**src/rtl/serial_word_tx.sv**
```systemverilog
// Parallel-to-serial word transmitter with a one-deep holding register.
// Drives a downstream shift_register's d/en/dir inputs at a programmable bit rate.
module serial_word_tx #(
  parameter int WIDTH = 32,
  parameter int DIV_W = 8
) (
  input  logic             clk_i,
  input  logic             rstn_i,
  input  logic [WIDTH-1:0] data_i,
  input  logic             valid_i,
  output logic             ready_o,
  input  logic             lsb_first_i,
  input  logic [DIV_W-1:0] div_i,
  output logic             bit_o,
  output logic             bit_en_o,
  output logic             dir_o,
  output logic             busy_o,
  output logic             done_o
);

  localparam int CW = $clog2(WIDTH) + 1;

  typedef enum logic {
    IDLE,
    SHIFT
  } state_e;

  state_e           state_q;
  logic [WIDTH-1:0] hold_q;
  logic             hold_lsb_q;
  logic [DIV_W-1:0] hold_div_q;
  logic             hold_vld_q;
  logic [WIDTH-1:0] sh_q;
  logic [CW-1:0]    cnt_q;
  logic [DIV_W-1:0] dcnt_q;
  logic [DIV_W-1:0] div_q;
  logic             lsb_q;

  logic busy;
  logic strobe;
  logic last;
  logic accept;
  logic xfer;

  assign busy   = (state_q == SHIFT);
  assign strobe = busy && (dcnt_q == '0);
  assign last   = strobe && (cnt_q == CW'(WIDTH - 1));
  assign accept = valid_i && ready_o;
  // Hold feeds the shifter when idle, or on the last strobe for gapless streaming.
  assign xfer   = hold_vld_q && (!busy || last);

  assign ready_o  = rstn_i && !hold_vld_q;
  assign busy_o   = busy;
  assign bit_en_o = strobe;
  assign done_o   = last;
  assign dir_o    = busy && lsb_q;
  assign bit_o    = busy && (lsb_q ? sh_q[0] : sh_q[WIDTH-1]);

  always_ff @(posedge clk_i) begin
    if (!rstn_i) begin
      state_q    <= IDLE;
      hold_q     <= '0;
      hold_lsb_q <= 1'b0;
      hold_div_q <= '0;
      hold_vld_q <= 1'b0;
      sh_q       <= '0;
      cnt_q      <= '0;
      dcnt_q     <= '0;
      div_q      <= '0;
      lsb_q      <= 1'b0;
    end else begin
      if (accept) begin
        hold_q     <= data_i;
        hold_lsb_q <= lsb_first_i;
        hold_div_q <= div_i;
        hold_vld_q <= 1'b1;
      end else if (xfer) begin
        hold_vld_q <= 1'b0;
      end

      if (xfer) begin
        state_q <= SHIFT;
        sh_q    <= hold_q;
        lsb_q   <= hold_lsb_q;
        div_q   <= hold_div_q;
        dcnt_q  <= hold_div_q;
        cnt_q   <= '0;
      end else if (strobe) begin
        sh_q   <= lsb_q ? {1'b0, sh_q[WIDTH-1:1]}
                        : {sh_q[WIDTH-2:0], 1'b0};
        cnt_q  <= cnt_q + 1'b1;
        dcnt_q <= div_q;
        if (last) begin
          state_q <= IDLE;
        end
      end else if (busy) begin
        dcnt_q <= dcnt_q - 1'b1;
      end
    end
  end

endmodule

```
**config.mk**
```make
export PLATFORM = sky130hd
export DESIGN_NAME = serial_word_tx
export DESIGN_NICKNAME = d
export VERILOG_FILES = /design/src/rtl/serial_word_tx.sv
export SDC_FILE = /design/constraint.sdc
export NUM_CORES = 1
export LEC_CHECK = 0
export ABC_CLOCK_PERIOD_IN_PS = 5300
export CAP_MARGIN = 20
export CORE_AREA = 2 2 107 150
export DETAILED_ROUTE_END_ITERATION = 8
export DIE_AREA = 0 0 109 152
export PLACE_DENSITY_LB_ADDON = 0.1
export SYNTH_ARGS = -nofsm -noshare
export SYNTH_HDL_FRONTEND = slang
export SYNTH_SLANG_ARGS = --single-unit
```
**constraint.sdc**
```tcl
create_clock -name clk_i -period 5.3 [get_ports clk_i]
set_clock_uncertainty 0.2 [all_clocks]
set_input_delay 1.06 -clock clk_i [delete_from_list [all_inputs] [get_ports clk_i]]
set_output_delay 1.06 -clock clk_i [all_outputs]
set_load 0.02 [all_outputs]
```
==> Word-level counts from Yosys, hierarchy flattened <==
Cells that the tools add are included.
{ "op_classes": {"bitwise_logic": 1, "n_reduce_logical": 17, "div": 0, "muxes": 12, "order_cmp": 0, "n_mul": 0, "add_sub_neg": 2, "n_shift": 0, "n_eq_ne": 1} }
{ "ops": {"columns": ["operator", "n"], "rows": [
  ["$mux W32", 3],
  ["$mux W8", 3],
  ["$logic_not A8 Y1", 1],
  ["$sub A8 B1 Y8 const B", 1],
  ["$logic_and A1 B1 Y1", 7],
  ["$add A6 B1 Y6 const B", 1],
  ["$eq A6 B5 Y1 const B", 1],
  ["$mux W1", 6],
  ["$reduce_bool A2 Y1", 3],
  ["$reduce_bool A3 Y1", 1],
  ["$logic_not A1 Y1", 2],
  ["$reduce_and A2 Y1", 1],
  ["$reduce_or A2 Y1", 1],
  ["$logic_or A1 B1 Y1", 1],
  ["$not A1 Y1", 1]
]} }
{ "totals": {"mem_bits_rw": 0, "output_inout_bits": 6, "latch_bits": 0, "in_bits": 44, "mem_bits_ro": 0, "n_memories": 0, "register_bits": 98} }

==> Longest topological paths before layout <==
Gate-level depths: netlist of the first run.
{ "depth": {"ltp_word": 7, "depth_mapped": 10, "mapped_depth_nobuf": 8} }

==> Worst setup path after synthesis of the first run <==
Ideal clock, no wire load.
{ "synth_path": {"path_type": "input to output", "startpoint": "in rstn_i", "endpoint": "out ready_o", "path_slack_ps": 2633, "t_arrival_ps": 1407, "stages": 1, "path_cell_list": "nor2b_1"} }
{ "synth_via": {"elab_chain_cells": 1} }
{ "synth_lines": {"columns": ["element", "line", "source"], "rows": [
  ["start, declared", "8", "input logic rstn_i,"],
  ["$logic_and A1 B1 Y1", "52", "assign ready_o = rstn_i && !hold_vld_q;"],
  ["end, declared", "11", "output logic ready_o,"]
]} }
No other way between the ends.

==> Worst setup path after layout of the first run <==
{ "layout_path": {"startpoint": "reg state_q, in the netlist busy_o", "endpoint": "out done_o"} }
{ "layout_via": {"elab_chain_cells": 2} }
{ "layout_lines": {"columns": ["element", "line", "source"], "rows": [
  ["start, declared", "28", "state_e state_q;"],
  ["start signal, assigned", "61", "state_q <= IDLE;"],
  ["start signal, assigned", "82", "state_q <= SHIFT;"],
  ["start signal, assigned", "94", "state_q <= IDLE;"],
  ["$logic_and A1 B1 Y1", "46", "assign strobe = busy && (dcnt_q == '0);"],
  ["$logic_and A1 B1 Y1", "47", "assign last = strobe && (cnt_q == CW'(WIDTH - 1));"],
  ["end, declared", "18", "output logic done_o"]
]} }
No other way between the ends.

==> results, run 1 <==
- The flow ran to the end, and the final reports show no timing, DRC or antenna violations.
- The proportion of layout cells with a drive suffix above 1 is 5.54%.
- Summing all flip-flop and latch instances after layout gives 1960 sq um.
- The filler cells instantiated in the layout total 1,623.
- In this run the worst path has a maximum fanout of 13.
- The region available for standard cell placement spans 15,300 sq um.
- The register clock-pin slew on the reported worst setup and hold paths is 70 ps.
- The number of cells in the finished layout apart from fillers is 774.
- The total vias in the final route is 3,774.
- The part of the total power dissipated in the clock network is 36.0%.
- Measured along the x axis, the die boundary spans ~110 um.
- The deepest level of the CTS H-tree is 3.
- For flop-to-flop paths, the worst setup slack is ~2700 ps.
- The clock reaches the later pin of the worst-skew pair after 340 ps.
- In this run, the number of DRC markers left after iteration 0 of detailed routing was 140.
- STA puts the critical path data required time at a little over 4000 ps.
- STA classifies the critical path endpoint as a primary output.
- The capture point of the critical path is done_o.
- The cts-stage hold buffer count is 0.
- Setup repair after global routing left no endpoint under its margin.
- After synthesis, the mean cell area works out to between 8 and 9 sq um.
- The root buffer cell is sky130_fd_sc_hd__clkbuf_16.
- The initialized floorplan defines 54 standard-cell rows.
- The power per unit of standard cell area is 323 nW/um^2.
- After routing, the total negative slack on setup checks comes to 0 ps.
- The number of antenna diodes is 0.
- The wire length of the first global-routing pass is approximately 17,000 um.
- The total instance count after detailed placement is 757.
- Of the total power, the share spent switching nets is 27.4%.
- Sequential cells account for 48.6% of the total power.
- The critical path startpoint is busy_o$_SDFFE_PN0P_.
- The layout overhead on the synthesized area is 19.6%.
- Setup violations remaining at the end of the flow were counted as 0.
- For this design the top-level I/O count stands at 50.
- The initial utilization of the core area, before any placement, comes to between 20 and 30%.
- The final layout contains 620 nets.
- The number of global-route vias before repair is 3,589.
- During synthesis, Yosys emitted a total of 0 warnings.
- The detail route stage leaves a number of antenna-violating nets equal to 0.
- The number of cells produced by synthesis is between 500 and 600.
- The synthesized-area fraction occupied by adder cells is 0.838%.
- By area, the combinational part of the netlist is dominated by compound AO/OA/AOI/OAI gates.
- The count of instances resized after the clock tree is built is 0.
- The initial antenna violation count came to 0.
- The cell-internal power is 1.26 mW.
- The die is 152 um tall.
- The count of unique library cells instantiated by Yosys is 41.
- Dividing the detail-routed wire length by the instance count gives 13.6 um.
- Max-cap violations in this run came to 0.
- For the worst setup path, the data arrival time is 2290 ps.
- The launching element type of the critical path is a register.
- The pin count of the biggest net entering global routing is 93.
- The final period utilization is 66.9%.
- The dominant register cell in the synthesized netlist is sky130_fd_sc_hd__dfxtp_1.
- The TritonCTS clock tree is yes.
- The minimum clock period after layout is approximately 3500 ps.
- Of all cell types, the one taking the most synthesized area is sky130_fd_sc_hd__dfxtp_1.
- After Yosys synthesis, XOR and XNOR cells account for 1.17% of the synthesized area.
- The simple-gate share of the synthesized area is 19.9%.
- The top-area cell type share of the netlist area is between 40% and 50%.
- The number of sinks on the clock net is 98.
- The die outline area is 16,600 sq um.
- For this run, the detailed router's first-pass iteration total came to 4.
- The mapped netlist covers 4480 sq um.
- For this design the total switching power over the nets is around 0.48 mW.
- The number of max-slew violations in the final report is 0.
- The worst-case reg-to-reg path depth is 6.
- The total nets after synthesis is roughly 600.
- The number of port buffers is 49.
- The routed wire length is 10,600 um.
- Once the clock tree was built, the setup fixing pass inserted 0 buffers.
- The final number of hold-violating endpoints is 0.
- After detailed routing, the number of vias per cell comes to just under 5.
- The end of the worst register-to-register path is cnt_q[3]$_SDFFE_PP0P_.
- After synthesis, the share of cell area in mux cells is 7.15%.
- The category of the critical setup timing path is register to primary output.
- The number of buffers on the longest clock path is 2.
- The number of DRC violations after detailed routing is 0.
- The class of the tightest hold or removal check is register to register.
- The reg-to-reg startpoint is busy_o$_SDFFE_PN0P_.
- Summed over all cells, the static leakage comes to roughly 1.8 nW.
- Summed over all layers, the global routing overflow is 0.
- VDD sags by at most 0.128 mV.
- The multi-input combinational cells in the finished layout cover a total of 2300 sq um.
- For the pin with the worst max-slew slack, the measured transition is 1010 ps.
- Detailed placement ended at an HPWL of 6630 um.
- Sequential cells were found to cover 43.8% of the synthesized design area.
- In this run the tightest slew margin relative to its limit is between 30% and 40%.
- Counting flops with a built-in enable in the synthesized netlist gives 0.
- Derived from the worst setup path, the maximum achievable clock frequency is 282 MHz.
- By area the synthesized netlist is led by sky130_fd_sc_hd__dfxtp_1, sky130_fd_sc_hd__nand2_1, sky130_fd_sc_hd__mux2i_1.
- The flip-flop and latch count after synthesis is 98.
- The total clock buffers created by CTS is 9.
- The compound-gate portion of the synthesized area is about 22%.
- The proportion of power drawn by combinational gates is 15.4%.
- The placer's final routability congestion estimate is 0.806.
- The fraction of synthesis flops using an asynchronous set or reset pin is 0%.
- The overall track demand over capacity in global routing is a little over an eighth.
sequential cells by signal, summed over array words and instances, names as in the netlist:
| register | flops |
|---|---|
| hold_q | 32 |
| sh_q | 32 |
| dcnt_q | 8 |
| div_q | 8 |
| hold_div_q | 8 |
| cnt_q | 6 |
| busy_o | 1 |
| hold_lsb_q | 1 |
| hold_vld_q | 1 |
| lsb_q | 1 |
layout make-up:
| class | count | area share (%) |
|---|---|---|
| inverter | 8 | 0.560 |
| multi-input combinational | 401 | 42.9 |
| tap | 196 | 4.58 |
| timing repair buffer | 55 | 10.1 |
| clock inverter | 5 | 0.537 |
| sequential | 98 | 36.6 |
| clock buffer | 11 | 4.72 |
kinds of logic after synthesis:
logic type	Yosys count
flops	98
fa+ha+maj	3
compound gates	148
xor+xnor	6
mux	32
buf+inv	52
simple gates	212
power groups by stage:
stage / logic, mW / clock network, mW / registers, mW
after floorplan: 0.201 / 0 / 0.839
after global placement: 0.266 / 0 / 0.859
after detailed placement: 0.269 / 0 / 0.859
after CTS: 0.270 / 0.647 / 0.842
after global routing: 0.302 / 0.676 / 0.850
final: 0.267 / 0.623 / 0.842
metal layers:
layer,up-vias,GRT usage (%),wire length (um)
met2,50,22.7,5280
li1,1943,-,-
met1,1769,15.6,4770
met3,12,2.66,294
met5,-,0,0
met4,0,5.07,221
layout by cell type, fill, tap and decap left out, types with 5 or more instances in the layout:
cell / netlist / routed
sky130_fd_sc_hd__inv_1: 7 / 7
sky130_fd_sc_hd__clkdlybuf4s50_1: 0 / 48
sky130_fd_sc_hd__a21boi_1: 40 / 39
sky130_fd_sc_hd__o21ai_0: 46 / 46
sky130_fd_sc_hd__buf_4: 4 / 5
sky130_fd_sc_hd__nor2_1: 12 / 12
sky130_fd_sc_hd__nand2_1: 170 / 170
sky130_fd_sc_hd__o211ai_1: 30 / 30
sky130_fd_sc_hd__mux2i_1: 32 / 32
sky130_fd_sc_hd__dfxtp_1: 98 / 97
sky130_fd_sc_hd__clkbuf_16: 0 / 9
sky130_fd_sc_hd__nor3_1: 5 / 5
sky130_fd_sc_hd__o221ai_1: 6 / 6
sky130_fd_sc_hd__a31oi_1: 9 / 9
metrics by stage:
step / instance area [sq um] / setup slack, ps / utilization, % / hold slack [ps] / power [mW]
after floorplan: 4480 / 2630 / - / 231 / 1.04
after global placement: 5060 / 2140 / 33.0 / 242 / 1.12
after detailed placement: 5060 / 2110 / 33.0 / 244 / 1.13
after CTS: 5340 / 1730 / 34.8 / 254 / 1.76
after global routing: 5360 / 1590 / 34.9 / 271 / 1.83
final: 5360 / 1750 / 34.9 / 248 / 1.73
worst min-delay path by stage:
stage	start	end	cells after the start
3_5_place_dp	hold_q[13]$_SDFFE_PN0P_	sh_q[13]$_SDFFE_PN0P_	2
4_1_cts	hold_q[13]$_SDFFE_PN0P_	sh_q[13]$_SDFFE_PN0P_	2
5_1_grt	hold_q[1]$_SDFFE_PN0P_	sh_q[1]$_SDFFE_PN0P_	2
3_3_place_gp	hold_q[9]$_SDFFE_PN0P_	sh_q[9]$_SDFFE_PN0P_	2
6_report	hold_q[1]$_SDFFE_PN0P_	sh_q[1]$_SDFFE_PN0P_	2
2_1_floorplan	hold_lsb_q$_SDFFE_PN0P_	lsb_q$_SDFFE_PN0P_	2
worst max-delay path, stage by stage, from the launching register on:
cell,delay (ps)
sky130_fd_sc_hd__dfxtp_1,600
sky130_fd_sc_hd__nor4bb_1,360
sky130_fd_sc_hd__nand4_1,240
sky130_fd_sc_hd__inv_2,140
sky130_fd_sc_hd__clkdlybuf4s50_1,610
synthesized netlist by cell type (all sizes together) (3+ instances only):
library cell	instances
a21boi	40
a21oi	4
a31oi	9
and2	3
buf	18
clkbuf	26
dfxtp	98
ha	3
inv	8
mux2i	32
nand2	170
nand3	4
nand3b	3
nand4	3
nor2	12
nor3	5
nor4	3
o211ai	30
o21ai	51
o221ai	6
xnor2	3
xor2	3
(Power assumes the default switching activity.)
==> run 2: changes to the inputs <==
- ABC_CLOCK_PERIOD_IN_PS: 5300 -> 3300
- clock period: 5.3 -> 3.3 ns (I/O delays scaled with it)
==> run 2 against run 1 <==
Compared with the run above:
- wire length is 0.27% higher
- count of clock-buffer cells in the layout is 2 lower
- worst setup slack worse by 1600 ps
- sequential share of layout area is 0.10 points lower
- flip-flop and latch count stayed put
- sequential power is 60% higher
- first-iteration DRC count is 24% higher
- die area stayed put
- critical path depth is 2 higher
- clock power is 59% higher
- via count is 0.16% higher
- final area is 0.35% higher
==> results, run 2 (synthesized netlist as in run 1, its figures left out) <==
- The flow ran to the end, and the final reports show no timing, DRC or antenna violations.
- TritonCTS built the clock tree.
- The first-pass iteration count of the detailed router was 4 (unchanged).
- The number of buffers on the longest clock path is 2 (unchanged).
- The final period utilization is 94.3%.
- The number of global-route vias before repair is 3,651 (+1.7%).
- The number of fill cells in the layout is 1,606 (-1.0%).
- The required time of the critical path came to 2440 ps (-1600 ps).
- The post-detailed-route via-to-cell ratio is 4.87 (about the same).
- The static leakage is 1.76 nW (about the same).
- The deepest level of the CTS H-tree is 3 (unchanged).
- The number of failing setup endpoints in the final timing report is 0 (unchanged).
- The height of the chip is 152 um (unchanged).
- The root buffer cell is sky130_fd_sc_hd__clkbuf_16.
- The clock latency reported for the late side of the worst-skew pair is 340 ps (about the same).
- The total clock buffers created by CTS is 9 (unchanged).
- The initial cell density of the core came to 29.2% (unchanged).
- The largest fanout of any net on the critical path is 5 (-8).
- The worst setup path is of the register to primary output kind.
- The number of DRC violations after detailed routing was 0 (unchanged).
- The number of max-slew violations in the final report is 0 (unchanged).
- The power per unit of standard cell area is 516 nW/um^2 (+60%).
- The maximum operating frequency is 321 MHz.
- The library cells used most frequently in the layout, excluding fill and tap cells, are sky130_fd_sc_hd__nand2_1, sky130_fd_sc_hd__dfxtp_1, sky130_fd_sc_hd__clkdlybuf4s50_1.
- The worst hold path belongs to the class register to register.
- The headroom to the max-slew limit is 41.4% (+8.5 points).
- The placed wire-length estimate came to 6780 um (+2.2%).
- The placement-stage cell area is 5090 sq um (+0.69%).
- The register clock-pin slew on the reported worst setup and hold paths is 70 ps (about the same).
- The placer's final routability congestion estimate is 0.801 (-0.60%).
- The initial antenna violation count was 0 (unchanged).
- The net count of the finished layout is 622 (+0.32%).
- The residual antenna-violating net count after detailed routing is 0 (unchanged).
- The number of max-cap violations is 0 (unchanged).
- The total vias in the final route is 3,780 (+0.16%).
- The overall track demand over capacity in global routing is 13.4% (+0.26 points).
- The most common cell after layout, fill and taps aside is sky130_fd_sc_hd__nand2_1.
- The setup TNS after final layout came to 0 ps (unchanged).
- The final number of hold-violating endpoints is 0 (unchanged).
- The wire length of the first global-routing pass is 17,700 um (+1.6%).
- The horizontal extent of the die was 109 um (unchanged).
- The number of sinks on the clock net is 98 (unchanged).
- Setup repair after global routing left no endpoint under its margin.
- The number of buffers inserted to repair setup after CTS is 0 (unchanged).
- The launching element type of the critical path is a register.
- The total chip power is 2.78 mW (+60%).
- The peak supply drop is 0.203 mV (+58%).
- The cts-stage hold buffer count is 0 (unchanged).
- The layout overhead on the synthesized area is 20.0%.
- The final cell area excluding filler cells is 5380 sq um (+0.35%).
- The number of antenna diodes is 0 (unchanged).
- The clock period could shrink to 3110 ps.
- The number of cell rows is 54 (unchanged).
- STA classifies the critical path endpoint as a primary output.
- The final global-route overflow total is 0 (unchanged).
- The number of primary I/O pins is 50 (unchanged).
- The number of DRC violations after detailed-routing iteration 0 is 173 (+24%).
- The proportion of layout cells with a drive suffix above 1 is 6.21% (+0.67 points).
- The share of the core filled with cells in the final layout came to 35.1% (+0.12 points).
- The wire length per cell after detailed routing is 13.6 um (about the same).
- The pin count of the biggest net entering global routing is 93 (unchanged).
- The number of port buffers is 49 (unchanged).
- The data arrival time of the critical path is 2250 ps (-40 ps).
- The die outline area is 16,600 sq um (unchanged).
- The placeable core region is 15,300 sq um (unchanged).
- The largest registers in the layout are hold_q: 32 flops, sh_q: 32 flops.
- The slew at the pin with the worst max-slew slack is 880 ps (-128 ps).
- The routed wire length is 10,600 um (+0.27%).
[run 2: cell count changes in the layout (fill, tap and decap cells not counted), sizes merged]
cell and delta:
clkbuf -2, inv +2, clkinvlp +1, buf +2, clkinv -1
[run 2: timing repair]
action | in CTS | in global routing
resized for setup | 0 | 2
endpoints found under the hold margin | 0 | 0
setup endpoints to repair | 0 | 1
[run 2: layout make-up]
type,instances,area (sq um),share of cell area [%]
Inverter,8,30.0,0.558
Clock inverter,7,52.6,0.977
Multi-Input combinational cell,401,2300,42.8
Tap cell,196,245,4.56
Timing Repair Buffer,57,558,10.4
Clock buffer,9,225,4.19
Sequential cell,98,1960,36.5
[run 2: worst paths after layout]
| kind | start | endpoint | slack [ps] | cells past startpoint |
|---|---|---|---|---|
| setup / recovery | dcnt_q[0]$_SDFFE_PN0P_ | done_o | 190 | 6 |
| hold / removal | hold_q[9]$_SDFFE_PN0P_ | sh_q[9]$_SDFFE_PN0P_ | 250 | 2 |
| setup reg to reg | dcnt_q[0]$_SDFFE_PN0P_ | dcnt_q[0]$_SDFFE_PN0P_ | 740 | 9 |
| hold reg to reg | hold_q[9]$_SDFFE_PN0P_ | sh_q[9]$_SDFFE_PN0P_ | 250 | 2 |
[run 2: power by group]
part / switching, mW / total, mW / internal (mW)
logic: 0.239 / 0.440 / 0.200
clock network: 0.472 / 0.989 / 0.517
registers: 0.0781 / 1.35 / 1.27
[run 2: stage by stage]
| stage | hold WS (ps) | setup WS [ps] | instances |
|---|---|---|---|
| 2_1_floorplan | 231 | 1040 | 551 |
| 3_3_place_gp | 239 | 575 | 760 |
| 3_5_place_dp | 244 | 495 | 760 |
| 4_1_cts | 254 | 122 | 776 |
| 5_1_grt | 269 | 42.6 | 776 |
| 6_report | 250 | 189 | 776 |
[run 2: worst max-delay path, cell delays in order (launching register included)]
cell	delay, ps
sky130_fd_sc_hd__dfxtp_1	350
sky130_fd_sc_hd__inv_1	90
sky130_fd_sc_hd__ha_1	160
sky130_fd_sc_hd__nor4bb_2	330
sky130_fd_sc_hd__nand4_1	230
sky130_fd_sc_hd__inv_2	140
sky130_fd_sc_hd__clkdlybuf4s50_1	610
[run 2: layer usage]
layer | GRT usage [%] | vias up | share of wire [%] | routed length, um
met5 | 0 | - | 0 | 0
met1 | 17.0 | 1780 | 47 | 4950
met2 | 22.2 | 39 | 49 | 5210
met4 | 4.88 | 0 | 1.5 | 163
met3 | 2.53 | 10 | 2.6 | 271
li1 | - | 1951 | - | -
